### config.mk
export PLATFORM = sky130hd
export DESIGN_NAME = line_fetch_scheduler_flat
export DESIGN_NICKNAME = d
export VERILOG_FILES = /design/src/rtl/line_fetch_scheduler_if.sv /design/src/rtl/line_fetch_scheduler.sv /design/src/flat_wrapper.sv
export SDC_FILE = /design/constraint.sdc
export NUM_CORES = 1
export LEC_CHECK = 0
export CORE_MARGIN = 4
export CORE_UTILIZATION = 45
export CTS_BUF_LIST = sky130_fd_sc_hd__clkbuf_8
export DETAILED_ROUTE_END_ITERATION = 10
export PLACE_DENSITY = 0.69
export REMOVE_ABC_BUFFERS = 1
export SLEW_MARGIN = 10
export SYNTH_ARGS = -nofsm -noshare
export SYNTH_HDL_FRONTEND = slang
export SYNTH_SLANG_ARGS = --single-unit
export TNS_END_PERCENT = 5
### constraint.sdc
create_clock -name aclk -period 5.2 [get_ports aclk]
set_input_delay 1.56 -clock aclk [delete_from_list [all_inputs] [get_ports aclk]]
set_output_delay 1.56 -clock aclk [all_outputs]
set_load 0.02 [all_outputs]
### src/rtl/line_fetch_scheduler_if.sv
// Mover job interface between the line fetch scheduler and the AXI data mover.
//
// Handshake (level based, not valid/ready):
//   en         - scheduler holds high while a job is offered; src_addr,
//                dest_addr and length are stable for as long as en is high.
//   done       - mover status: high = idle/complete, low = job in progress.
//                A job counts as taken once done is seen low while en is high.
//                The job is finished once done returns high.
//
// Ports:
//   src_addr   - job source byte address (framebuffer)
//   dest_addr  - job destination byte address (line buffer)
//   length     - job length in bytes
interface line_fetch_scheduler_if #(
  parameter int ADDR_WIDTH = 64
);
  logic                  en;
  logic [ADDR_WIDTH-1:0] src_addr;
  logic [ADDR_WIDTH-1:0] dest_addr;
  logic [ADDR_WIDTH-1:0] length;
  logic                  done;

  modport master (output en, src_addr, dest_addr, length, input done);
  modport slave  (input en, src_addr, dest_addr, length, output done);
endinterface

### src/rtl/line_fetch_scheduler.sv
// line_fetch_scheduler
// Takes one line request per scanline and works out the framebuffer source
// address. It splits the line into mover jobs of at most CHUNK_BYTES and
// alternates lines between the two line-buffer halves.
//
// Ports:
//   aclk, aresetn    - clock, asynchronous active-low reset
//   enable           - scheduler enable (level)
//   cfg_base/bpl/line_bytes/height - frame geometry, sampled on line acceptance
//   frame_start      - pulse, restart at line 0 (deferred while a line is in flight)
//   line_req         - pulse, fetch the next line
//   mover            - job interface to the data mover (master side)
//   busy             - a line fetch is in progress
//   line_ready       - pulse, line fully written (or an empty/out-of-frame request)
//   line_buf         - half of the last completed line
//   underrun         - sticky, a line_req was dropped; cleared by underrun_clr
//   dbg_state        - current FSM state
module line_fetch_scheduler #(
  parameter int ADDR_WIDTH  = 64,
  parameter int CHUNK_BYTES = 512,
  parameter int BUF_OFFSET  = 16384
) (
  input  logic        aclk,
  input  logic        aresetn,
  input  logic        enable,
  input  logic [63:0] cfg_base,
  input  logic [13:0] cfg_bpl,
  input  logic [14:0] cfg_line_bytes,
  input  logic [11:0] cfg_height,
  input  logic        frame_start,
  input  logic        line_req,
  line_fetch_scheduler_if.master mover,
  output logic        busy,
  output logic        line_ready,
  output logic        line_buf,
  output logic        underrun,
  input  logic        underrun_clr,
  output logic [1:0]  dbg_state
);

  typedef enum logic [1:0] {S_IDLE, S_ISSUE, S_WAIT, S_DONE} state_t;

  localparam logic [14:0] CHUNK_LEN = 15'(CHUNK_BYTES);

  state_t                state_q, state_d;
  logic [63:0]           line_addr_q;
  logic [11:0]           line_idx_q;
  logic                  buf_sel_q;
  logic                  cur_buf_q;
  logic [14:0]           rem_q;
  logic [ADDR_WIDTH-1:0] src_q, dst_q;
  logic                  pend_q;
  logic                  line_ready_q, line_buf_q, underrun_q;

  logic        idle_restart, accept, drop, fetch_ok, cancel, last_chunk;
  logic [63:0] eff_addr;
  logic [11:0] eff_idx;
  logic        eff_buf;
  logic [14:0] chunk_len, rem_after;

  // A restart (new or deferred) takes effect before a same-cycle request.
  assign idle_restart = (state_q == S_IDLE) && (frame_start || pend_q);
  assign eff_addr     = idle_restart ? cfg_base : line_addr_q;
  assign eff_idx      = idle_restart ? 12'd0 : line_idx_q;
  assign eff_buf      = idle_restart ? 1'b0 : buf_sel_q;
  assign fetch_ok     = (eff_idx < cfg_height) && (cfg_line_bytes != 15'd0);
  assign accept       = (state_q == S_IDLE) && enable && line_req;
  assign drop         = (state_q != S_IDLE) && enable && line_req;

  assign chunk_len  = (rem_q > CHUNK_LEN) ? CHUNK_LEN : rem_q;
  assign rem_after  = rem_q - chunk_len;
  assign last_chunk = (rem_after == 15'd0);
  // Remaining chunks are abandoned at a chunk boundary when a restart is
  // pending or the scheduler is disabled; the chunk in flight always finishes.
  assign cancel     = pend_q || frame_start || !enable;

  always_comb begin
    state_d = state_q;
    case (state_q)
      S_IDLE:  if (accept && fetch_ok) state_d = S_ISSUE;
      S_ISSUE: if (!mover.done) state_d = S_WAIT;
      S_WAIT: begin
        if (mover.done) begin
          if (cancel)          state_d = S_IDLE;
          else if (last_chunk) state_d = S_DONE;
          else                 state_d = S_ISSUE;
        end
      end
      S_DONE:  state_d = S_IDLE;
      default: state_d = S_IDLE;
    endcase
  end

  always_ff @(posedge aclk or negedge aresetn) begin
    if (!aresetn) begin
      state_q      <= S_IDLE;
      line_addr_q  <= '0;
      line_idx_q   <= '0;
      buf_sel_q    <= 1'b0;
      cur_buf_q    <= 1'b0;
      rem_q        <= '0;
      src_q        <= '0;
      dst_q        <= '0;
      pend_q       <= 1'b0;
      line_ready_q <= 1'b0;
      line_buf_q   <= 1'b0;
      underrun_q   <= 1'b0;
    end else begin
      state_q      <= state_d;
      line_ready_q <= 1'b0;

      if (state_q == S_IDLE) begin
        if (idle_restart) begin
          line_addr_q <= cfg_base;
          line_idx_q  <= '0;
          buf_sel_q   <= 1'b0;
          pend_q      <= 1'b0;
        end
        if (accept) begin
          if (fetch_ok) begin
            src_q       <= ADDR_WIDTH'(eff_addr);
            dst_q       <= eff_buf ? ADDR_WIDTH'(BUF_OFFSET) : '0;
            rem_q       <= cfg_line_bytes;
            cur_buf_q   <= eff_buf;
            line_addr_q <= eff_addr + 64'(cfg_bpl);
            line_idx_q  <= eff_idx + 12'd1;
            buf_sel_q   <= ~eff_buf;
          end else begin
            // Empty or out-of-frame line: acknowledge without a mover job.
            line_ready_q <= 1'b1;
          end
        end
      end else begin
        if (frame_start) pend_q <= 1'b1;
        // A dropped line still consumes its address and half so later
        // lines land where the display expects them.
        if (drop && (line_idx_q < cfg_height) && (cfg_line_bytes != 15'd0)) begin
          line_addr_q <= line_addr_q + 64'(cfg_bpl);
          line_idx_q  <= line_idx_q + 12'd1;
          buf_sel_q   <= ~buf_sel_q;
        end
      end

      if ((state_q == S_WAIT) && mover.done && !cancel) begin
        src_q <= src_q + ADDR_WIDTH'(chunk_len);
        dst_q <= dst_q + ADDR_WIDTH'(chunk_len);
        rem_q <= rem_after;
        if (last_chunk) begin
          line_ready_q <= 1'b1;
          line_buf_q   <= cur_buf_q;
        end
      end

      if (drop)              underrun_q <= 1'b1;
      else if (underrun_clr) underrun_q <= 1'b0;
    end
  end

  assign mover.en        = (state_q == S_ISSUE);
  assign mover.src_addr  = src_q;
  assign mover.dest_addr = dst_q;
  assign mover.length    = ADDR_WIDTH'(chunk_len);
  assign busy            = (state_q != S_IDLE);
  assign line_ready      = line_ready_q;
  assign line_buf        = line_buf_q;
  assign underrun        = underrun_q;
  assign dbg_state       = state_q;

endmodule

### src/flat_wrapper.sv
// flat-port wrapper written by rule: the top's interface ports become plain ports
module line_fetch_scheduler_flat 
#(
  parameter int ADDR_WIDTH  = 64,
  parameter int CHUNK_BYTES = 512,
  parameter int BUF_OFFSET  = 16384
)
  (aclk, aresetn, enable, cfg_base, cfg_bpl, cfg_line_bytes, cfg_height, frame_start, line_req, busy, line_ready, line_buf, underrun, underrun_clr, dbg_state, mover_en, mover_src_addr, mover_dest_addr, mover_length, mover_done);
  line_fetch_scheduler_if #(.ADDR_WIDTH(ADDR_WIDTH)) mover_i ();
  input  logic aclk;
  input  logic aresetn;
  input  logic enable;
  input  logic [63:0] cfg_base;
  input  logic [13:0] cfg_bpl;
  input  logic [14:0] cfg_line_bytes;
  input  logic [11:0] cfg_height;
  input  logic frame_start;
  input  logic line_req;
  output logic busy;
  output logic line_ready;
  output logic line_buf;
  output logic underrun;
  input  logic underrun_clr;
  output logic [1:0] dbg_state;
  output wire logic [$bits(mover_i.en)-1:0] mover_en;
  output wire logic [$bits(mover_i.src_addr)-1:0] mover_src_addr;
  output wire logic [$bits(mover_i.dest_addr)-1:0] mover_dest_addr;
  output wire logic [$bits(mover_i.length)-1:0] mover_length;
  input wire logic [$bits(mover_i.done)-1:0] mover_done;
  assign mover_en = mover_i.en;
  assign mover_src_addr = mover_i.src_addr;
  assign mover_dest_addr = mover_i.dest_addr;
  assign mover_length = mover_i.length;
  assign mover_i.done = mover_done;
  line_fetch_scheduler #(.ADDR_WIDTH(ADDR_WIDTH), .CHUNK_BYTES(CHUNK_BYTES), .BUF_OFFSET(BUF_OFFSET)) u_core (.aclk(aclk), .aresetn(aresetn), .enable(enable), .cfg_base(cfg_base), .cfg_bpl(cfg_bpl), .cfg_line_bytes(cfg_line_bytes), .cfg_height(cfg_height), .frame_start(frame_start), .line_req(line_req), .mover(mover_i), .busy(busy), .line_ready(line_ready), .line_buf(line_buf), .underrun(underrun), .underrun_clr(underrun_clr), .dbg_state(dbg_state));
endmodule
### Word-level counts from Yosys, hierarchy flattened

Index checks and enable logic that the tools add are counted.
Widths: inputs -> output; s select.

| word-level totals | value |
|---|---|
| bits in registers | 227 |
| input port bits | 112 |
| output and inout bits | 199 |
| logic and storage cells | 106 |

| cells by class | value |
|---|---|
| add/sub/neg operators | 7 |
| magnitude comparators | 3 |
| eq/ne operators | 7 |
| mux-type cells | 45 |
| bitwise logic cells | 2 |
| reduce and logical (&&, ||, !) cells | 30 |

Operators with widths:

| cell | number |
|---|---|
| $mux 64 | 13 |
| $add 64x14->64 | 2 |
| $add 64x15->64 | 2 |
| $mux 15 | 6 |
| $mux 12 | 5 |
| $add 12x1->12 const B | 2 |
| $lt 12x12->1 | 2 |
| $gt 15x10->1 const B | 1 |
| $logic_not 15->1 | 1 |
| $mux 1 | 15 |
| $reduce_bool 15->1 | 1 |
| $sub 15x15->15 | 1 |
| $reduce_bool 2->1 | 7 |
| $logic_and 1x1->1 | 11 |
| $mux 2 | 5 |
| $reduce_and 3->1 | 3 |
| $pmux 2 s4 | 1 |
| $ne 2x2->1 const B | 3 |
| $eq 2x2->1 const B | 2 |
| $reduce_and 2->1 | 2 |
| $eq 2x1->1 const B | 1 |
| $logic_not 1->1 | 2 |
| $logic_not 2->1 | 1 |
| $logic_or 1x1->1 | 2 |
| 2 further kinds | 3 |

### Depth between registers and ports, before layout

Gate-level depths: netlist (run 1).

| logic depth | value |
|---|---|
| depth in word-level cells | 10 |
| depth in mapped cells | 22 |
| mapped depth without buffers | 16 |

### Worst setup path before layout (run 1)

No wires, ideal clock.

| path | value |
|---|---|
| kind | in2reg |
| start | input frame_start |
| end | register u_core.line_addr_q[44] |
| library setup time | 138 ps |
| arrival time | 5447 ps |
| data required time | 5062 ps |
| setup slack | -385 ps |
| cell stages on the path | 19 |
| path buffers | 7 |
| cell sequence | nor2_1 nor2_1 clkbuf_1 buf_1 clkbuf_1 buf_1 nor2_1 ha_1 nand4_1 o21ai_0 o221ai_1 and3_1 buf_2 o221ai_1 clkbuf_1 clkbuf_1 nor4b_1 xnor2_1 mux2i_1 |

| between the ends | value |
|---|---|
| longest elaborated chain between the ends | 8 |
| elaborated cells on any way between the ends | 10 |
| classes of those cells | add/sub: 1; order compare: 1; mux: 5; reduce/logical: 3 |

Ends and longest elaborated chain:

| item | line | text |
|---|---|---|
| start: declaration | flat_wrapper.sv:17 | `input logic frame_start;` |
| $logic_or 1x1->1 (*) | line_fetch_scheduler.sv:62 | `assign idle_restart = (state_q == S_IDLE) && (frame_start \|\| pend_q);` |
| $logic_and 1x1->1 (*) | line_fetch_scheduler.sv:62 |  |
| parallel branches: the longest is 4 deep, another holds $add 64x14->64 | - |  |
| $mux 64 (*) | line_fetch_scheduler.sv:119 | `if (accept) begin` |
| $mux 64 (*) | line_fetch_scheduler.sv:112 | `if (state_q == S_IDLE) begin` |
| end signal: assignment | line_fetch_scheduler.sv:114 | `line_addr_q <= cfg_base;` |
| end signal: assignment | line_fetch_scheduler.sv:125 | `line_addr_q <= eff_addr + 64'(cfg_bpl);` |
| end signal: assignment | line_fetch_scheduler.sv:138 | `line_addr_q <= line_addr_q + 64'(cfg_bpl);` |
| end: declaration | line_fetch_scheduler.sv:46 | `logic [63:0] line_addr_q;` |

Mark *: on every way between the ends.
A chain may end at the register's enable or synchronous reset.

### Final worst setup path (run 1)

| path | value |
|---|---|
| start | register u_core.rem_q[10] |
| end | register u_core.src_q[28], in the netlist u_core.mover.src_addr[28] |

| between the ends | value |
|---|---|
| longest elaborated chain between the ends | 4 |

Ends and longest elaborated chain:

| item | line | text |
|---|---|---|
| start: declaration | line_fetch_scheduler.sv:50 | `logic [14:0] rem_q;` |
| start signal: assignment | line_fetch_scheduler.sv:123 | `rem_q <= cfg_line_bytes;` |
| start signal: assignment | line_fetch_scheduler.sv:147 | `rem_q <= rem_after;` |
| $gt 15x10->1 | line_fetch_scheduler.sv:70 | `assign chunk_len = (rem_q > CHUNK_LEN) ? CHUNK_LEN : rem_q;` |
| $mux 15 (*) | line_fetch_scheduler.sv:70 |  |
| $add 64x15->64 (*) | line_fetch_scheduler.sv:145 | `src_q <= src_q + ADDR_WIDTH'(chunk_len);` |
| $mux 64 (*) | line_fetch_scheduler.sv:144 | `if ((state_q == S_WAIT) && mover.done && !cancel) begin` |
| end signal: assignment | line_fetch_scheduler.sv:121 | `src_q <= ADDR_WIDTH'(eff_addr);` |
| end signal: assignment | line_fetch_scheduler.sv:145 |  |
| end: declaration | line_fetch_scheduler.sv:51 | `logic [ADDR_WIDTH-1:0] src_q, dst_q;` |

Every way passes the cells marked *; elsewhere a longest branch is shown, timed or not.

==> results.txt, run 1 <==
Slew @ Worst Pin -> 1.04 ns
DRT Wirelength -> 70600 um
clk_lat worst skew -> 0.63 ns
Setup Skew -> 0.0229 ns
1st-iter DRT viols -> 2213
final slew viol count -> 0
Leak -> 0.0100 uW
core area -> 0.0413 sq mm
clk sink count -> 227
RSZ-0062 raised after global routing -> false
post-DP HPWL -> 52400 um
xor and xnor area share after synthesis -> 0.0535
total power -> 12600 uW
sequential area share after synthesis -> 0.299
proportion of synthesized area in mux cells -> 0.0526
nets -> 2826
PortBufs -> 256
antenna violations before repair -> 0
Vias -> 20299
vias in the first global route -> 19523
post-CTS setup buffers -> 0
final hold vios -> 0
Starting Density -> 0.460
EDFF count, synth -> 0
cts hold-fix bufs -> 0
synth unique cells -> 90
commonest register cell after synthesis -> dfrtp_1
drt pass-1 iters -> 7
drt wl/cell -> 22.1 um
Crit path required time -> 5.69 ns
die area -> 0.0455 sq mm
row count -> 74
root buffer cell -> clkbuf_8
Slew Limit Headroom -> 0.304
Overflow after GRT -> 0
Crit-path slowest cell -> nor4_1
gpl congestion -> 1.01
critical setup path kind -> register to register
layout cells sized above 1 -> 0.0910
FFs w/ async S/R, synth -> 1.00
commonest non-fill, non-tap cell in the layout -> nand2_1
Max-cap violations -> 0
synthesized area -> 0.0190 sq mm
Yosys reg bits -> 227
cts bufs inserted -> 44
overall routing resource usage -> 0.299
first-pass GRT wire length -> 109000 um
Peak VDD IR -> 0.293 mV
Worst EP arrival -> 5.21 ns
fin crit period -> 4.73 ns
Critical Path Fanout Max -> 10
clock-pin slew on the worst setup and hold paths -> 0.06 ns
PD cells -> 534 mW/mm^2
setup violators final -> 0
die height -> 213 um
hold_ws -> 0.482 ns
Final Cycle Share -> 0.909
Critical Path Start Type -> register
H-Tree Depth -> 2
Post-Synth Adder-Cell Area -> 0.0596
critical-path cell list -> nor4_1 -> nand2_1 -> nor2_1 -> buf_4 -> and2_1 -> ha_1 -> inv_1 -> fa_1 -> nor2b_1 -> o2111ai_1 -> nand3_1 -> a21oi_1 -> a211oi_1 -> nand2_1 -> buf_4 -> o311ai_0 -> o211ai_1
compound-cell area share of the yosys netlist -> 0.223
routed via count divided by cell count -> 6.36
FMAX -> 0.212 GHz
post-cts resize count -> 0
drc violations -> 0
largest family of logic cells by synthesized area -> simple AND/OR/NAND/NOR gates
ant diodes -> 0
commonest non-fill, non-tap cells in the layout -> nand2_1, clkdlybuf4s50_1, dfrtp_1
maximum clock path buffer count -> 3
CP endpoint kind -> register
syn avg cell area -> 8.13 sq um
Worst Hold Class -> register to register
Post-Synth Simple-Gate Area -> 0.247
area growth from synthesis to layout -> 24.0%
Antenna Violating Nets Remaining -> 0
# IOs -> 311
CTS tree -> done
Synth warnings -> 0
largest net degree at the start of global routing -> 122
Worst path max stage delay -> 0.47 ns
synthesized instance count -> 2334
Die W -> 213 um
status -> finished clean
## final cells by class
type | count | area, sq um
inverter | 79 | 297
fill | 3802 | 17700
clock buffer | 62 | 853
tap | 532 | 666
multi-input combinational | 1907 | 12400
sequential | 227 | 5680
timing repair buffer | 367 | 3530
clock inverter | 17 | 155
## stage by stage
step,area (sq um),worst slack (ns),std cells,util,TNS [ns]
after floorplan,18300,-4.63,2213,-,-797.36
after global placement,22500,0.0828,3112,0.546,0
after detailed placement,22500,-0.0311,3112,0.546,-0.0622
after CTS,23500,0.512,3191,0.570,0
after global routing,23500,0.0283,3191,0.570,0
final,23500,0.473,3191,0.570,0
## layer usage
layer / vias to the layer above / share of wire / global-route usage
met1: 9762 / 0.41 / 0.400
met4: 0 / 0.055 / 0.148
li1: 9244 / - / -
met5: - / 0 / 0
met2: 1072 / 0.45 / 0.469
met3: 221 / 0.086 / 0.0550
## registers in the layout (all words and copies together), names as in the netlist
signal / flops
u_core.line_addr_q: 64
u_core.mover.dest_addr: 64
u_core.mover.src_addr: 64
u_core.rem_q: 15
u_core.line_idx_q: 12
u_core.dbg_state: 2
u_core.buf_sel_q: 1
u_core.cur_buf_q: 1
u_core.line_buf: 1
u_core.line_ready: 1
u_core.pend_q: 1
u_core.underrun: 1
## power breakdown
| group | internal, uW | switching (uW) |
|---|---|---|
| clock | 1200 | 878 |
| combinational | 2950 | 4210 |
| sequential | 2380 | 961 |
## kinds of logic (layout without fill, tap and decap cells)
kind of cell	Yosys count	in the layout
buf+inv	264	525
xor+xnor	116	116
other cells	2	66
flops	227	227
fa+ha+maj	88	88
simple gates	923	923
mux	98	98
compound gates	616	616
## path summary, 6_finish.rpt
kind                                             end  slack (ns)        startpoint  cells after the start
max                        u_core.mover.src_addr[28]        0.47  u_core.rem_q[10]                     17
min                                 u_core.cur_buf_q        0.48  u_core.cur_buf_q                      2
max reg2reg                u_core.mover.src_addr[28]        0.47  u_core.rem_q[10]                     17
min reg2reg                         u_core.cur_buf_q        0.48  u_core.cur_buf_q                      2
max in group asynchronous  u_core.mover.src_addr[30]        3.09           aresetn                      2
min in group asynchronous  u_core.mover.dest_addr[3]        1.07           aresetn                      1
## cells in the mapped netlist, types with 10 or more instances
library cell    n  area share
a21oi_1       110       0.029
and4_1         18      0.0083
o21a_1         10      0.0040
nand2_1       285       0.056
nor2_1        131       0.026
clkbuf_1      100       0.020
a211o_1        10      0.0046
nand2b_1       11      0.0036
nand4_1        86       0.028
a21o_1         33       0.013
o221ai_1       21      0.0097
a31oi_1        26      0.0086
or3_1          19      0.0063
xor2_1         56       0.026
o311ai_0       16      0.0074
xnor2_1        60       0.028
inv_1          78       0.015
nor4_1         39       0.013
mux2_2         14      0.0083
o211ai_1       41       0.016
mux2i_1        84       0.044
nand3_1       120       0.032
a22oi_1        21      0.0083
buf_2          12      0.0032
a211oi_1       40       0.016
o31ai_1        15      0.0059
a221o_1        11      0.0058
a41oi_1        10      0.0046
and2_1         39       0.013
and3_1         52       0.017
o2111ai_1      10      0.0046
o21ai_0       138       0.036
ha_1           84       0.055
buf_4          55       0.022
dfrtp_1       227        0.30
o22ai_1        10      0.0033
buf_1          17      0.0034
nor3_1         56       0.015
## worst max-delay path: cells and delay by family (launching register included)
family                   cells  cell delay (ns)
adder cells (fa/ha/maj)      2             0.64
buffers and inverters        3             0.50
AO/OA/AOI/OAI                5             1.26
flip-flops                   1             0.46
AND/OR/NAND/NOR              7             1.73
Note: power is estimated with default switching activity, not from simulation.
==> run 2: changes to the inputs <==
GPL_TIMING_DRIVEN = 0   (was not set)
==> run 2 against run 1 <==
  * Cell area shrank 0.53%
  * Routed wire length shrank 1.4%
  * Highest routed layer unchanged
  * Die area is the same
  * Combinational power shrank 0.7%
  * Maximum frequency shrank 7.5%
  * Worst hold slack lost 0.010 ns
  * Critical path type is now primary input to register
  * Largest cell class unchanged
  * Non-clock buffer count shrank 70
  * Cell count shrank 1.9%
  * First-iteration DRC count shrank 8.0%
==> results.txt, run 2 (synthesized netlist as in run 1, its figures left out) <==
CP endpoint -> u_core.line_addr_q[45] (was u_core.mover.src_addr[28])
CP startpoint -> frame_start (was u_core.rem_q[10])
pre-CTS setup slack -> -1.94 ns (was -0.0311 ns)
drc violations -> 0 (unchanged)
PortBufs -> 256 (unchanged)
die area -> 0.0455 sq mm (unchanged)
commonest non-fill, non-tap cell in the layout -> nand2_1 (unchanged)
area growth from synthesis to layout -> 23.4% (was 24.0%)
Flop pwr share -> 0.270 (was 0.266)
Antenna Violating Nets Remaining -> 0 (unchanged)
DRT Wirelength -> 69600 um (was 70600 um)
FMAX -> 0.196 GHz (was 0.212 GHz)
nets -> 2762 (was 2826)
clock-pin slew on the worst setup and hold paths -> 0.07 ns (was 0.06 ns)
status -> finished clean (unchanged)
drt wl/cell -> 22.2 um (was 22.1 um)
Critical Path Fanout Max -> 19 (was 10)
first-pass GRT wire length -> 106000 um (was 109000 um)
core area -> 0.0413 sq mm (unchanged)
Overflow after GRT -> 0 (unchanged)
Internal -> 6310 uW (was 6530 uW)
final hold vios -> 0 (unchanged)
row count -> 74 (unchanged)
clk sink count -> 227 (unchanged)
layout cells sized above 1 -> 0.0743 (was 0.0910)
Critical Path Start Type -> primary input (was register)
critical setup path kind -> primary input to register (was register to register)
largest net degree at the start of global routing -> 68 (was 122)
clk_lat worst skew -> 0.64 ns (was 0.63 ns)
reg2reg path depth -> 16 (was 17)
Worst Hold Class -> register to register (unchanged)
H-Tree Depth -> 2 (unchanged)
Worst EP arrival -> 5.64 ns (was 5.21 ns)
routed via count divided by cell count -> 6.37 (was 6.36)
maximum clock path buffer count -> 3 (unchanged)
sw power -> 6080 uW (was 6050 uW)
RR Endpoint -> u_core.line_addr_q[45] (was u_core.mover.src_addr[28])
RSZ-0062 raised after global routing -> true (was false)
Crit path required time -> 5.72 ns (was 5.69 ns)
CTS tree -> done (unchanged)
Peak VDD IR -> 0.267 mV (was 0.293 mV)
reg2reg start -> u_core.dbg_state[0] (was u_core.rem_q[10])
drt pass-1 iters -> 5 (was 7)
Clock power frac -> 0.156 (was 0.165)
root buffer cell -> clkbuf_8 (unchanged)
Slew @ Worst Pin -> 1.10 ns (was 1.04 ns)
Die W -> 213 um (unchanged)
PD cells -> 529 mW/mm^2 (was 534 mW/mm^2)
vias in the first global route -> 18912 (was 19523)
gpl congestion -> 0.970 (was 1.01)
total power -> 12400 uW (was 12600 uW)
post-DP HPWL -> 49900 um (was 52400 um)
final slew viol count -> 0 (unchanged)
Max-cap violations -> 0 (unchanged)
Slew Limit Headroom -> 0.263 (was 0.304)
TNS Setup -> 0 ns (unchanged)
Setup Skew -> 0.0335 ns (was 0.0229 ns)
commonest non-fill, non-tap cells in the layout -> nand2_1, clkdlybuf4s50_1, dfrtp_1 (unchanged)
antenna violations before repair -> 0 (unchanged)
overall routing resource usage -> 0.292 (was 0.299)
cts bufs inserted -> 45 (was 44)
Switching Fraction -> 0.491 (was 0.481)
CP endpoint kind -> register (unchanged)
# IOs -> 311 (unchanged)
Comb power frac -> 0.574 (was 0.569)
Leak -> 0.00980 uW (was 0.0100 uW)
R2R setup slack -> 0.20 ns (was 0.47 ns)
fin crit period -> 5.11 ns (was 4.73 ns)
die height -> 213 um (unchanged)
Starting Density -> 0.460 (unchanged)
Final Cycle Share -> 0.983 (was 0.909)
setup violators final -> 0 (unchanged)
Vias -> 19946 (was 20299)
setup ws final -> 0.0871 ns (was 0.473 ns)
1st-iter DRT viols -> 2035 (was 2213)
## run 2: cell count changes in the layout (fill, tap and decap cells not counted), moves of 3 or more
cell and change:
buf_4 -83, buf_16 +11, inv_1 +5, buf_12 -4
buf_8 +4, bufinv_16 -3, inv_6 +3, mux2i_1 -3
nor2_2 +3
## run 2: worst min path at each step
stage                                 from          endpoint  slack, ns  cells after the start
after floorplan           u_core.cur_buf_q  u_core.cur_buf_q       0.44                      2
after global placement    u_core.cur_buf_q  u_core.cur_buf_q       0.46                      2
after detailed placement  u_core.cur_buf_q  u_core.cur_buf_q       0.47                      2
after CTS                 u_core.cur_buf_q  u_core.cur_buf_q       0.48                      2
after global routing      u_core.cur_buf_q  u_core.cur_buf_q       0.52                      2
final                     u_core.cur_buf_q  u_core.cur_buf_q       0.47                      2
## run 2: power by group through the flow
stage	Clock, uW	Sequential (uW)	Combinational (uW)
3_3_place_gp	0	3270	6440
2_1_floorplan	0	3340	4150
6_report	1930	3340	7110
5_1_grt	2050	3420	7700
3_5_place_dp	0	3300	6820
4_1_cts	1970	3280	6940
## run 2: metrics by stage
stage | instances | hold slack [ns] | utilization | instance area (sq um)
finish | 3131 | 0.472 | 0.567 | 23400
CTS | 3118 | 0.479 | 0.564 | 23300
detailed placement | 3027 | 0.466 | 0.537 | 22200
global placement | 3001 | 0.459 | 0.521 | 21500
floorplan | 2213 | 0.444 | - | 18300
global route | 3130 | 0.520 | 0.567 | 23400
## run 2: repair_timing
| action | 4_1_cts | 5_1_grt |
|---|---|---|
| hold buffers | 0 | 0 |
| pin swaps | 4 | 9 |
| gates cloned | 4 | 1 |
| setup endpoints to repair | 134 | 83 |
| hold endpoints to repair | 0 | 0 |
| setup buffers | 4 | 11 |
| resized for setup | 15 | 12 |
## run 2: final cells by class
| cell class | count | area, sq um |
|---|---|---|
| antenna | 1 | 2.50 |
| clock buffer | 61 | 840 |
| clock inverter | 22 | 106 |
| fill | 3753 | 17900 |
| inverter | 79 | 302 |
| multi-input combinational | 1912 | 12600 |
| sequential | 227 | 5680 |
| tap | 532 | 666 |
| timing repair buffer | 297 | 3210 |
## run 2: per-layer routing
metal	routed length, um	vias to the layer above	GRT usage
li1	-	9129	-
met1	28200	9543	0.391
met2	31900	1095	0.468
met3	6390	179	0.0546
met4	3090	0	0.121
met5	0	-	0
## run 2: worst max-delay path, cell delays in order
cell             delay, ns
clkdlybuf4s50_1       0.54
nor2_4                0.09
nor2_4                0.17
buf_16                0.19
mux2i_1               0.48
inv_1                 0.09
ha_1                  0.22
a211oi_1              0.32
nor2_1                0.13
a41oi_1               0.46
o2111ai_4             0.29
buf_8                 0.24
nand4_1               0.18
nor3_1                0.10
xor2_1                0.18
a221o_1               0.37
==> run 3: changes to the inputs <==
--- a/config.mk
+++ b/config.mk
@@ -11,7 +11,7 @@
 export DETAILED_ROUTE_END_ITERATION = 10
 export GPL_TIMING_DRIVEN = 0
+export HOLD_SLACK_MARGIN = 0.12
 export PLACE_DENSITY = 0.69
 export REMOVE_ABC_BUFFERS = 1
-export SLEW_MARGIN = 10
 export SYNTH_ARGS = -nofsm -noshare
 export SYNTH_HDL_FRONTEND = slang
==> constraint.sdc (replaced) <==
create_clock -name aclk -period 5.2 [get_ports aclk]
set_input_delay 1.04 -clock aclk [delete_from_list [all_inputs] [get_ports aclk]]
set_output_delay 1.04 -clock aclk [all_outputs]
set_load 0.02 [all_outputs]
==> run 3 against run 2 <==
  * Routed wire length is 0.26% higher
  * Via count is 0.40% higher
  * Clock power is 2% higher
  * Setup slack better by 0.10 ns
  * Non-clock buffer count is 18 lower
  * Critical path depth is 1 lower
  * Largest cell class unchanged
==> results.txt, run 3 (synthesized netlist as in run 1, its figures left out) <==
total power -> 12300 uW (was 12400 uW)
sw power -> 6060 uW (was 6080 uW)
die area -> 0.0455 sq mm (unchanged)
status -> finished clean (unchanged)
Clock power frac -> 0.160 (was 0.156)
Peak VDD IR -> 0.297 mV (was 0.267 mV)
area growth from synthesis to layout -> 22.2% (was 23.4%)
setup ws final -> 0.190 ns (was 0.0871 ns)
Vias -> 20026 (was 19946)
H-Tree Depth -> 2 (unchanged)
pre-CTS setup slack -> -1.70 ns (was -1.94 ns)
Setup Skew -> 0.0262 ns (was 0.0335 ns)
Worst Hold Class -> primary input to async pin (was register to register)
Leak -> 0.00967 uW (was 0.00980 uW)
fin crit period -> 5.01 ns (was 5.11 ns)
drc violations -> 0 (unchanged)
Register Area -> 0.00568 sq mm (about the same)
clk sink count -> 227 (unchanged)
1st-iter DRT viols -> 2104 (was 2035)
Antenna Violating Nets Remaining -> 0 (unchanged)
final hold vios -> 0 (unchanged)
drt wl/cell -> 22.4 um (was 22.2 um)
R2R setup slack -> 0.19 ns (was 0.20 ns)
Switching Fraction -> 0.492 (was 0.491)
CP endpoint kind -> register (unchanged)
drt pass-1 iters -> 6 (was 5)
critical setup path kind -> primary input to register (unchanged)
Max-cap violations -> 0 (unchanged)
setup violators final -> 0 (unchanged)
nets -> 2743 (was 2762)
clk_lat worst skew -> 0.64 ns (about the same)
antenna violations before repair -> 0 (unchanged)
Critical Path Fanout Max -> 51 (was 19)
Comb power frac -> 0.569 (was 0.574)
TNS Setup -> 0 ns (unchanged)
die height -> 213 um (unchanged)
reg2reg path depth -> 16 (unchanged)
maximum clock path buffer count -> 3 (unchanged)
FMAX -> 0.200 GHz (was 0.196 GHz)
row count -> 74 (unchanged)
# IOs -> 311 (unchanged)
layout cells sized above 1 -> 0.0671 (was 0.0743)
Internal -> 6260 uW (was 6310 uW)
routed via count divided by cell count -> 6.44 (was 6.37)
first-pass GRT wire length -> 107000 um (was 106000 um)
PortBufs -> 256 (unchanged)
final slew viol count -> 0 (unchanged)
M1 WL -> 28600 um (was 28200 um)
Slew @ Worst Pin -> 1.34 ns (was 1.10 ns)
Starting Density -> 0.460 (unchanged)
RSZ-0062 raised after global routing -> true (unchanged)
cts bufs inserted -> 45 (unchanged)
Critical Path Start Type -> primary input (unchanged)
vias in the first global route -> 19092 (was 18912)
Final Cycle Share -> 0.963 (was 0.983)
overall routing resource usage -> 0.295 (was 0.292)
PD cells -> 531 mW/mm^2 (was 529 mW/mm^2)
largest net degree at the start of global routing -> 109 (was 68)
core area -> 0.0413 sq mm (unchanged)
Flop pwr share -> 0.271 (was 0.270)
Die W -> 213 um (unchanged)
met2 WL -> 31700 um (was 31900 um)
RR Endpoint -> u_core.line_addr_q[63] (was u_core.line_addr_q[45])
Slew Limit Headroom -> 0.107 (was 0.263)
root buffer cell -> clkbuf_8 (unchanged)
wire length on met3 -> 6100 um (was 6390 um)
commonest non-fill, non-tap cell in the layout -> nand2_1 (unchanged)
Multi-input gate area -> 0.0126 sq mm (about the same)
reg2reg start -> u_core.dbg_state[0] (unchanged)
Crit path required time -> 5.70 ns (was 5.72 ns)
CTS tree -> done (unchanged)
DRT Wirelength -> 69800 um (was 69600 um)
post-DP HPWL -> 49500 um (was 49900 um)
Overflow after GRT -> 0 (unchanged)
Worst EP arrival -> 5.51 ns (was 5.64 ns)
Layout fillers -> 3796 (was 3753)
DR top layer -> met4 (unchanged)
cts hold-fix bufs -> 0 (unchanged)
gpl congestion -> 0.970 (unchanged)
commonest non-fill, non-tap cells in the layout -> nand2_1, clkdlybuf4s50_1, dfrtp_1 (unchanged)
clock-pin slew on the worst setup and hold paths -> 0.06 ns (was 0.07 ns)
-- run 3: power groups by stage --
stage | logic [uW] | clock network [uW] | registers (uW)
final | 7010 | 1970 | 3340
after global routing | 7600 | 2080 | 3420
after CTS | 6890 | 2010 | 3290
after floorplan | 4150 | 0 | 3340
after global placement | 6440 | 0 | 3270
after detailed placement | 6780 | 0 | 3290
-- run 3: cell type report --
class                   instances  share of cell area
clock inverters                22             0.00566
diodes                          1            0.000108
inverters                      79              0.0130
well taps                     532              0.0287
multi-input cells            1911               0.542
clock buffers                  60              0.0356
flip-flops and latches        227               0.245
repair buffers                279               0.130
-- run 3: per-layer routing --
metal / vias up / global-route usage
met5: - / 0
li1: 9078 / -
met3: 202 / 0.0490
met2: 1070 / 0.468
met4: 0 / 0.137
met1: 9676 / 0.396
-- run 3: how the worst max path moves through the flow --
stage | start | end | slack, ns
2_1_floorplan | u_core.dbg_state[0] | u_core.mover.src_addr[56] | -4.63
3_3_place_gp | u_core.dbg_state[0] | u_core.mover.src_addr[38] | -11.33
3_5_place_dp | frame_start | u_core.rem_q[3] | -1.70
4_1_cts | u_core.rem_q[6] | u_core.mover.src_addr[42] | 0.02
5_1_grt | u_core.rem_q[10] | u_core.mover.src_addr[30] | -0.01
6_report | frame_start | u_core.line_addr_q[63] | 0.19
-- run 3: worst max-delay path, stage by stage --
cell and delay [ns]:
dlygate4sd2_1 0.44, or2_4 0.44, nand2_4 0.26, and2_1 0.28, ha_1 0.19, nor3_1 0.17
o21ai_0 0.12, o21ai_2 0.47, nand3_4 0.40, buf_12 0.34, buf_12 0.20, or4b_4 0.63
nor4_2 0.22, xnor2_1 0.15, o21ai_1 0.07
-- run 3: timing repair --
item	4_1_cts	5_1_grt
endpoints found under the hold margin	0	0
setup buffers	1	2
cloned	4	0
endpoints found under the setup margin	112	70
pin swaps	4	2
gates resized for setup	13	12
-- run 3: stage by stage --
step	utilization	std cells	hold WS (ns)	instance area [sq um]
2_1_floorplan	-	2213	0.444	18300
3_3_place_gp	0.521	3001	0.459	21500
3_5_place_dp	0.534	3021	0.466	22100
4_1_cts	0.560	3108	0.343	23100
5_1_grt	0.562	3110	0.373	23200
6_report	0.562	3111	0.347	23200
